### src/rtl/idu_pkg.sv
// rtl/idu_pkg.sv - shared decode constants and buffer state encoding for the IDU
package idu_pkg;

    localparam logic [2:0] EXT_I = 3'b000;
    localparam logic [2:0] EXT_U = 3'b001;
    localparam logic [2:0] EXT_S = 3'b010;
    localparam logic [2:0] EXT_B = 3'b011;
    localparam logic [2:0] EXT_J = 3'b100;

    localparam logic [6:0] OPC_LUI    = 7'b0110111;
    localparam logic [6:0] OPC_AUIPC  = 7'b0010111;
    localparam logic [6:0] OPC_JAL    = 7'b1101111;
    localparam logic [6:0] OPC_JALR   = 7'b1100111;
    localparam logic [6:0] OPC_BRANCH = 7'b1100011;
    localparam logic [6:0] OPC_LOAD   = 7'b0000011;
    localparam logic [6:0] OPC_STORE  = 7'b0100011;
    localparam logic [6:0] OPC_OP_IMM = 7'b0010011;
    localparam logic [6:0] OPC_OP     = 7'b0110011;
    localparam logic [6:0] OPC_FENCE  = 7'b0001111;
    localparam logic [6:0] OPC_SYSTEM = 7'b1110011;

    localparam logic [31:0] NOP_INST = 32'h0000_0013;

    // Encoded as {skid.valid, main.valid} so the outputs fall straight out of the state bits.
    typedef enum logic [1:0] {
        ST_EMPTY = 2'b00,
        ST_ONE   = 2'b01,
        ST_FULL  = 2'b11
    } buf_state_e;

endpackage

### src/rtl/idu_opcode_predecode.sv
// rtl/idu_opcode_predecode.sv - RV32I opcode to immediate-format select and illegal flag
module idu_opcode_predecode
    import idu_pkg::*;
(
    input  logic [6:0] opcode_i,
    output logic [2:0] ext_opt_o,
    output logic       illegal_o
);

    // Every supported opcode ends in 2'b11, so a bad inst[1:0] falls into the default arm.
    always_comb begin
        ext_opt_o = EXT_I;
        illegal_o = 1'b0;
        case (opcode_i)
            OPC_LUI, OPC_AUIPC: ext_opt_o = EXT_U;
            OPC_JAL:            ext_opt_o = EXT_J;
            OPC_BRANCH:         ext_opt_o = EXT_B;
            OPC_STORE:          ext_opt_o = EXT_S;
            OPC_JALR, OPC_LOAD, OPC_OP_IMM, OPC_SYSTEM,
            OPC_OP, OPC_FENCE:  ext_opt_o = EXT_I;
            default:            illegal_o = 1'b1;
        endcase
    end

endmodule

### src/rtl/idu_inst_buffer.sv
// rtl/idu_inst_buffer.sv - two-entry IFU->IDU skid buffer with opcode predecode
// Optional performance counters are enabled by defining IDU_BUF_PERF_EN.
module idu_inst_buffer
    import idu_pkg::*;
#(
    parameter int              XLEN     = 32,
    parameter logic [XLEN-1:0] RESET_PC = 32'h8000_0000
) (
    input  logic            clock,
    input  logic            reset_n,
    input  logic            in_valid,
    output logic            in_ready,
    input  logic [XLEN-1:0] in_inst,
    input  logic [XLEN-1:0] in_pc,
    output logic            out_valid,
    input  logic            out_ready,
    output logic [XLEN-1:0] out_inst,
    output logic [XLEN-1:0] out_pc,
    output logic [2:0]      out_ext_opt,
    output logic            out_illegal,
`ifdef IDU_BUF_PERF_EN
    output logic [31:0]     perf_issue_cnt,
    output logic [31:0]     perf_full_cnt,
    output logic [31:0]     perf_flush_cnt,
`endif
    input  logic            flush
);

    buf_state_e      state_q;
    logic [XLEN-1:0] main_inst_q, main_pc_q, skid_inst_q, skid_pc_q;
    logic [2:0]      main_ext_q, skid_ext_q;
    logic            main_ill_q, skid_ill_q;

    logic [2:0]      in_ext_d;
    logic            in_ill_d;
    logic            in_fire, out_fire;

    idu_opcode_predecode u_predecode (
        .opcode_i  (in_inst[6:0]),
        .ext_opt_o (in_ext_d),
        .illegal_o (in_ill_d)
    );

    // in_ready depends only on registered state, keeping out_ready off the input path.
    assign in_ready    = ~state_q[1];
    assign out_valid   = state_q[0];
    assign in_fire     = in_valid & in_ready;
    assign out_fire    = out_valid & out_ready;

    assign out_inst    = main_inst_q;
    assign out_pc      = main_pc_q;
    assign out_ext_opt = main_ext_q;
    assign out_illegal = main_ill_q;

    always_ff @(posedge clock or negedge reset_n) begin
        if (!reset_n) begin
            state_q     <= ST_EMPTY;
            main_inst_q <= XLEN'(NOP_INST);
            main_pc_q   <= RESET_PC;
            main_ext_q  <= EXT_I;
            main_ill_q  <= 1'b0;
            skid_inst_q <= XLEN'(NOP_INST);
            skid_pc_q   <= RESET_PC;
            skid_ext_q  <= EXT_I;
            skid_ill_q  <= 1'b0;
        end else if (flush) begin
            state_q <= ST_EMPTY;
        end else begin
            case (state_q)
                ST_EMPTY: begin
                    if (in_fire) begin
                        main_inst_q <= in_inst;
                        main_pc_q   <= in_pc;
                        main_ext_q  <= in_ext_d;
                        main_ill_q  <= in_ill_d;
                        state_q     <= ST_ONE;
                    end
                end
                ST_ONE: begin
                    if (in_fire && out_fire) begin
                        main_inst_q <= in_inst;
                        main_pc_q   <= in_pc;
                        main_ext_q  <= in_ext_d;
                        main_ill_q  <= in_ill_d;
                    end else if (in_fire) begin
                        skid_inst_q <= in_inst;
                        skid_pc_q   <= in_pc;
                        skid_ext_q  <= in_ext_d;
                        skid_ill_q  <= in_ill_d;
                        state_q     <= ST_FULL;
                    end else if (out_fire) begin
                        state_q     <= ST_EMPTY;
                    end
                end
                ST_FULL: begin
                    if (out_fire) begin
                        main_inst_q <= skid_inst_q;
                        main_pc_q   <= skid_pc_q;
                        main_ext_q  <= skid_ext_q;
                        main_ill_q  <= skid_ill_q;
                        state_q     <= ST_ONE;
                    end
                end
                default: state_q <= ST_EMPTY;
            endcase
        end
    end

`ifdef IDU_BUF_PERF_EN
    always_ff @(posedge clock or negedge reset_n) begin
        if (!reset_n) begin
            perf_issue_cnt <= 32'd0;
            perf_full_cnt  <= 32'd0;
            perf_flush_cnt <= 32'd0;
        end else begin
            if (out_fire)
                perf_issue_cnt <= perf_issue_cnt + 32'd1;
            if (state_q == ST_FULL)
                perf_full_cnt  <= perf_full_cnt + 32'd1;
            if (flush && state_q != ST_EMPTY)
                perf_flush_cnt <= perf_flush_cnt + 32'd1;
        end
    end
`endif

endmodule

### config.mk
export PLATFORM = sky130hd
export DESIGN_NAME = idu_inst_buffer
export DESIGN_NICKNAME = d
export VERILOG_FILES = /design/src/rtl/idu_pkg.sv /design/src/rtl/idu_opcode_predecode.sv /design/src/rtl/idu_inst_buffer.sv
export SDC_FILE = /design/constraint.sdc
export NUM_CORES = 1
export LEC_CHECK = 0
export ABC_AREA = 0
export CORE_UTILIZATION = 35
export CTS_CLUSTER_DIAMETER = 50
export DETAILED_ROUTE_END_ITERATION = 6
export REMOVE_ABC_BUFFERS = 1
export SLEW_MARGIN = 20
export SYNTH_ARGS = -nofsm -noshare
export SYNTH_HDL_FRONTEND = slang
export SYNTH_HIERARCHICAL = 1
export SYNTH_SLANG_ARGS = --single-unit
### constraint.sdc
create_clock -name clock -period 2.52 [get_ports clock]
set_input_delay 0.378 -clock clock [delete_from_list [all_inputs] [get_ports clock]]
set_output_delay 0.378 -clock clock [all_outputs]
set_load 0.02 [all_outputs]
==> results.md <==
- Maximum VDD drop: 656 µV
- Max incr delay on CP: 0.44 ns
- Die ar.: 18300 µm²
- Largest net degree at the start of global routing: 69
- I/O Buffers: 138
- Global-route wire length before repair: 20700 µm
- Vias: 3727
- Post-CTS setup buffer count: 0
- Lkg Pwr: 3.58 nW
- RSZ-0062 raised after global routing: no
- Core ar.: 17300 µm²
- DRC viols: 0
- Share of cells above drive strength 1: 0.336
- WL/cell: 16.2 µm
- Final setup vio count: 0
- Seq/Total Area, Yosys: 0.557
- Root Driver: clkbuf_16
- CTS buffer count: 17
- CP Launch Type: register
- Clk buf depth: 2
- H-tree depth: 4
- Worst Path Arrival: 2.42 ns
- GRT Overall Usage: 0.148
- Worst-path clk slew: 0.06 ns
- Pre-CTS setup slack: 0.293 ns
- Antenna diode count: 0
- Delay-heaviest family, CP: simple AND/OR/NAND/NOR gates
- Cts repair resizes: 0
- Nets: 619
- CP required: 2.81 ns
- Hold_ws: 0.485 ns
- GPL Wtd Cong: 0.735
- Crit end category: register
- Most frequent cells in the layout: 137 x clkdlybuf4s50_1, 130 x dfrtp_1, 117 x mux2_2
- Fin crit share: 0.848
- Vias in the first global route: 4081
- Avg Synthesized Cell Area: 15.4 µm²
- Crit path buf inv count: 2
- Most common cell after layout, fill and taps aside: clkdlybuf4s50_1
- Initial DRC Count: 82
- Starting Density: 0.360
- Min cycle time layout: 2.14 ns
- Clk_skew: 0.00708 ns
- Rel. slew slack: 0.611
- Chip Width: 135 µm
- Initial antenna violation count: 0
- Synth Instances: 404
- Max Fclk: 468 MHz
- Critical path fanouts, max: 68
- Synth cell types: 31
- TritonCTS clock tree: built
- Chip Height: 135 µm
- Max-Cap Viols: 0
- Routed Antenna Nets: 0
- Tot Pwr: 10.0 mW
- Clk Latency, worst-skew pair: 0.41 ns
- Via density per instance: 4.75
- Pwr dens: 1180 nW/µm²
- Final hold vios: 0
- Slowest CP cell: dfrtp_1
- Worst hold path class: reg -> reg
- Setup ws final: 0.384 ns
- Area taken by multi-input logic gates: 2650 µm²
- Max-slew violation count: 0
- Yosys Warn Count: 6
- Post-Syn Area: 6220 µm²
- Flop2flop setup slack: 0.38 ns
- Num ports: 139
- Yosys reg bits: 138
- 1st-pass router iterations: 4
- Core Rows: 48
- Kind of critical path: reg -> reg
- # clock sinks: 138
- Status: completed
- HPWL after detailed placement: 8060 µm
- GRT overflow: 0
- FF+latch area: 3460 µm²
- Crit path cell chain: inv_1, ha_1, nand3b_1, or3b_4, buf_12, mux2_1
- Area growth syn-to-layout: 36.6%
- Slew @ Worst Pin: 0.584 ns
- Layout fillers: 1487
- Total wire length: 12700 µm
==> state kept, by name, indices dropped and copies added (netlist names) <==
name,flops
skid_pc_q,32
out_ext_opt,3
skid_ext_q,3
skid_inst_q,32
state_q,2
out_illegal,1
skid_ill_q,1
out_pc,32
out_inst,32
==> path summary, 6_finish.rpt <==
check | startpoint | to | cells past startpoint
min | skid_ext_q[1] | skid_ext_q[1] | 1
min reg2reg | skid_ext_q[1] | skid_ext_q[1] | 1
max reg2reg | state_q[1] | skid_ext_q[0] | 6
min in group asynchronous | reset_n | out_pc[5] | 2
max | state_q[1] | skid_ext_q[0] | 6
max in group asynchronous | reset_n | out_pc[31] | 3
==> logic make-up (layout without fill, tap and decap cells) <==
family,count (synthesis),in the layout,synth area share
buffers and inverters,26,181,0.0215
XOR/XNOR,1,1,0.00141
AO/OA/AOI/OAI,7,7,0.00724
adder cells (fa/ha/maj),4,4,0.00805
flip-flops,138,138,0.557
multiplexers,206,206,0.385
AND/OR/NAND/NOR,22,22,0.0201
==> layer usage <==
layer  GRT usage  up-vias  share of wire
met3      0.0475       18          0.055
met1       0.175     1877           0.44
li1            -     1734              -
met4      0.0556        0          0.014
met5           0        -              0
met2       0.250       98           0.49
==> area by class of cell <==
| class | count | area share |
|---|---|---|
| flip-flops and latches | 138 | 0.408 |
| multi-input cells | 240 | 0.312 |
| repair buffers | 146 | 0.176 |
| clock buffers | 19 | 0.0533 |
| well taps | 225 | 0.0331 |
| clock inverters | 13 | 0.0165 |
| inverters | 3 | 0.00133 |
==> cell usage after synthesis <==
master     number  area, µm²
dfstp_2         8        210
xnor2_1         1       8.76
buf_6           3       33.8
ha_1            4       50.1
a21oi_1         1       5.00
mux2_2        117       1320
o21ai_0         2       10.0
nor2_1          3       11.3
nor2b_1         1       6.26
nand2_1         5       18.8
a2bb2oi_1       1       8.76
nor3b_1         1       7.51
mux2_4         20        300
or3b_1          1       8.76
a21boi_0        1       7.51
nand4_1         1       6.26
o22ai_1         1       6.26
nand2b_1        2       12.5
mux2_1         68        766
nor3_1          2       10.0
a22oi_1         1       7.51
buf_1           2       7.51
clkbuf_1        7       26.3
and4b_1         1       10.0
nand3b_1        3       22.5
nand3_1         1       5.00
buf_2          11       55.1
mux2i_1         1       10.0
inv_1           3       11.3
dfrtp_1       130       3250
and2_1          1       6.26
==> repair_timing <==
| action | CTS | global route |
|---|---|---|
| endpoints found under the hold margin | 54 | 0 |
| hold buffers | 1 | 0 |
| endpoints found under the setup margin | 0 | 0 |
==> metrics by stage <==
step                      area [µm²]  instances  utilization  TNS (ns)
after floorplan                 6100        381            -   -192.61
after global placement          7890        751        0.456         0
after detailed placement        7890        751        0.456         0
after CTS                       8490        784        0.491         0
after global routing            8490        784        0.491         0
final                           8490        784        0.491         0
==> power by group <==
group          switching [mW]  internal (mW)  leakage (nW)
registers               0.551           3.34          1.64
logic                    1.58           2.08          1.65
clock network           0.977           1.52         0.283
(Power assumes the default switching activity.)
